===== src/rtl/relu_stage.sv =====
// relu_stage: registered per-lane ReLU with an output-valid qualifier
module relu_stage #(
  parameter int WIDTH = 8,
  parameter int LANES = 1
) (
  input  logic                     clk,
  input  logic                     reset,
  input  logic [WIDTH*LANES-1:0]   in,
  input  logic                     en,
  output logic [WIDTH*LANES-1:0]   out,
  output logic                     out_en
);
  logic [WIDTH*LANES-1:0] relu;
  for (genvar k = 0; k < LANES; k++) begin : g_lane
    assign relu[k*WIDTH +: WIDTH] = in[k*WIDTH+WIDTH-1] ? '0 : in[k*WIDTH +: WIDTH];
  end
  // register the clamped vector when enabled, otherwise park both outputs at zero
  always_ff @(posedge clk or negedge reset)
    if (!reset) begin
      out    <= '0;
      out_en <= 1'b0;
    end else begin
      out    <= en ? relu : '0;
      out_en <= en;
    end
endmodule


===== config.mk =====
export PLATFORM = sky130hd
export DESIGN_NAME = relu_stage
export DESIGN_NICKNAME = d
export VERILOG_FILES = /design/src/rtl/relu_stage.sv
export SDC_FILE = /design/constraint.sdc
export NUM_CORES = 1
export LEC_CHECK = 0
export CAP_MARGIN = 30
export CORE_AREA = 2 2 39 41
export CTS_CLUSTER_SIZE = 24
export DETAILED_ROUTE_END_ITERATION = 8
export DIE_AREA = 0 0 41 43
export PLACE_DENSITY = 0.63
export REMOVE_ABC_BUFFERS = 1
export SYNTH_ARGS = -nofsm -noshare
export SYNTH_HDL_FRONTEND = slang
export SYNTH_SLANG_ARGS = --single-unit

===== constraint.sdc =====
create_clock -name clk -period 0.8 [get_ports clk]
set_input_delay 0.16 -clock clk [delete_from_list [all_inputs] [get_ports clk]]
set_output_delay 0.16 -clock clk [all_outputs]
set_load 0.01 [all_outputs]

==> flow_summary.toml <==
[finish]
final_net_count = 50
seq_area_sq_um = 200
multiInputGateArea_sq_um = 65.1
area_delta_synth_final_pct = 66.5
layout_commonest_cell = "clkdlybuf4s50_1"
utilization = 0.328
design_area_sq_um = 454
layout_common_cells = "clkdlybuf4s50_1, dfrtp_1, and3b_1, buf_2, clkbuf_4"
num_antenna_cells = 0
fillers = 161
drive_gt1_frac = 0.297
instances_no_fill = 53

[place]
post_dp_cell_area_sq_um = 465
port_buffers = 18
dp.cells = 50
pre_cts_ws_ns = -0.230
place_congestion = 0.607

[timing]
hold_ws_ns = 0.180
fmax_mhz = 1120
finalSetupTns_ns = -0.707
rsz0062_at_grt = "true"
slew_viol_final = 0
setup_viol = 8
fin_crit_sh = 1.12
setup_ws_ns = -0.0928
hold_violations = 0
min_period_ns = 0.893

[run]
maxCapViolCount = 0

[worst_setup_path]
critPathBufInv = 1
path_max_fanout = 1
crit_required_ns = 0.64
slowest_delay_ns = 0.37
critPathTopFamily = "flip-flops"
crit_chain = "buf_6"
slowest_stage = "dfrtp_1"
cp-start-kind = "flip-flop"
worst_ep_arrival_time_ns = 0.73
path_class = "flip-flop to output pin"
critical_path.endpoint_type = "output pin"

[drt]
drt-initial-drc-count = 0
drc = 0
dr.pass1.iters = 1
num_vias = 196
ant_nets = 0
wl_per_cell_um = 9.00
drt-total-wl_um = 477
via_per_inst = 3.70

[power]
intPower_mw = 0.657
seqPwrFrac = 0.519
ir_worst_vdd_uv = 427
leakage_nw = 0.253
p_sw_mw = 0.161
p_per_area_nw_per_um2 = 1800
p_sw_frac = 0.197
clockPowerShare = 0.356
finalPower_mw = 0.818
p_comb_frac = 0.125

[floorplan]
core_region_area_sq_um = 1380
die_h_um = 43
rows = 14
ios = 20
die-area_sq_um = 1760
start_util = 0.197
die_w_um = 41

[clocking]
clock_path_buffers = 2
tritoncts = "done"
clock_sinks = 8
postCtsSetupBuffers = 0
h-tree-depth = 1
clockRootBuffer = "clkbuf_4"
cts_hold_buf = 0
numCtsBuffers = 3
clk_pin_slew_ns = 0.05

[grt]
grt_max_degree = 9
grt_pass1_vias = 204
grt_use_total = 0.0724
grt.overflow.total = 0
antenna_found_initial = 0
grt_pass1_wl_um = 759

[yosys]
netlist_area_sq_um = 273
ys_ff_latch = 8
netlist_instances = 17
synth.avg_cell_area_sq_um = 16.0
yosysSeqAreaShare = 0.734
ys_types = 4
synth_warnings = 0

[status]
violations = "setup timing"
status = "complete, but fails checks"

[worst_hold_path]
holdCritPathClass = "input port to async pin"
-- worst paths after layout --
path	cells past startpoint	from	end	slack (ns)
max	1	out[1]$_DFF_PN0_	out[1]	-0.09
min	1	reset	out_en$_DFF_PN0_	0.18
max in group asynchronous	1	reset	out[0]$_DFF_PN0_	0.37
min in group clk	2	in[4]	out[4]$_DFF_PN0_	0.50
-- flip-flops by register name, summed over array words and instances, names as in the netlist --
name / count
out: 7
out_en: 1
-- cells by family after synthesis --
kind of cell	count (synthesis)	share of synthesized area
flip-flops	8	0.734
AND/OR/NAND/NOR	7	0.225
buffers and inverters	1	0.0275
other	1	0.0137
-- final cells by class --
class	instances	area share
timing repair buffer	18	0.322
tap	16	0.0441
clock buffer	3	0.0496
sequential	8	0.441
multi-input combinational	8	0.143
-- cells in the mapped netlist (all sizes together) --
library cell | instances | area share
and3b | 7 | 0.22
buf | 1 | 0.028
conb | 1 | 0.014
dfrtp | 8 | 0.73
-- routing by layer --
layer / global-route usage / vias to the layer above / wire length (um)
met4: 0.100 / 0 / 19
li1: - / 95 / -
met2: 0.0781 / 18 / 185
met1: 0.0845 / 81 / 214
met5: 0 / - / 0
met3: 0.0314 / 2 / 58
-- power groups by stage --
stage	combinational, mW	clock [mW]	sequential (mW)
global placement	0.117	0	0.432
CTS	0.102	0.307	0.425
finish	0.102	0.291	0.425
floorplan	0.0148	0	0.441
detailed placement	0.118	0	0.432
global route	0.114	0.327	0.426
-- timing repair --
item | 4_1_cts | 5_1_grt
pin swaps | 0 | 0
endpoints found under the hold margin | 0 | 0
gates resized for setup | 32 | 1
setup endpoints to repair | 8 | 8
No activity file was read; power rests on OpenSTA's default activity.
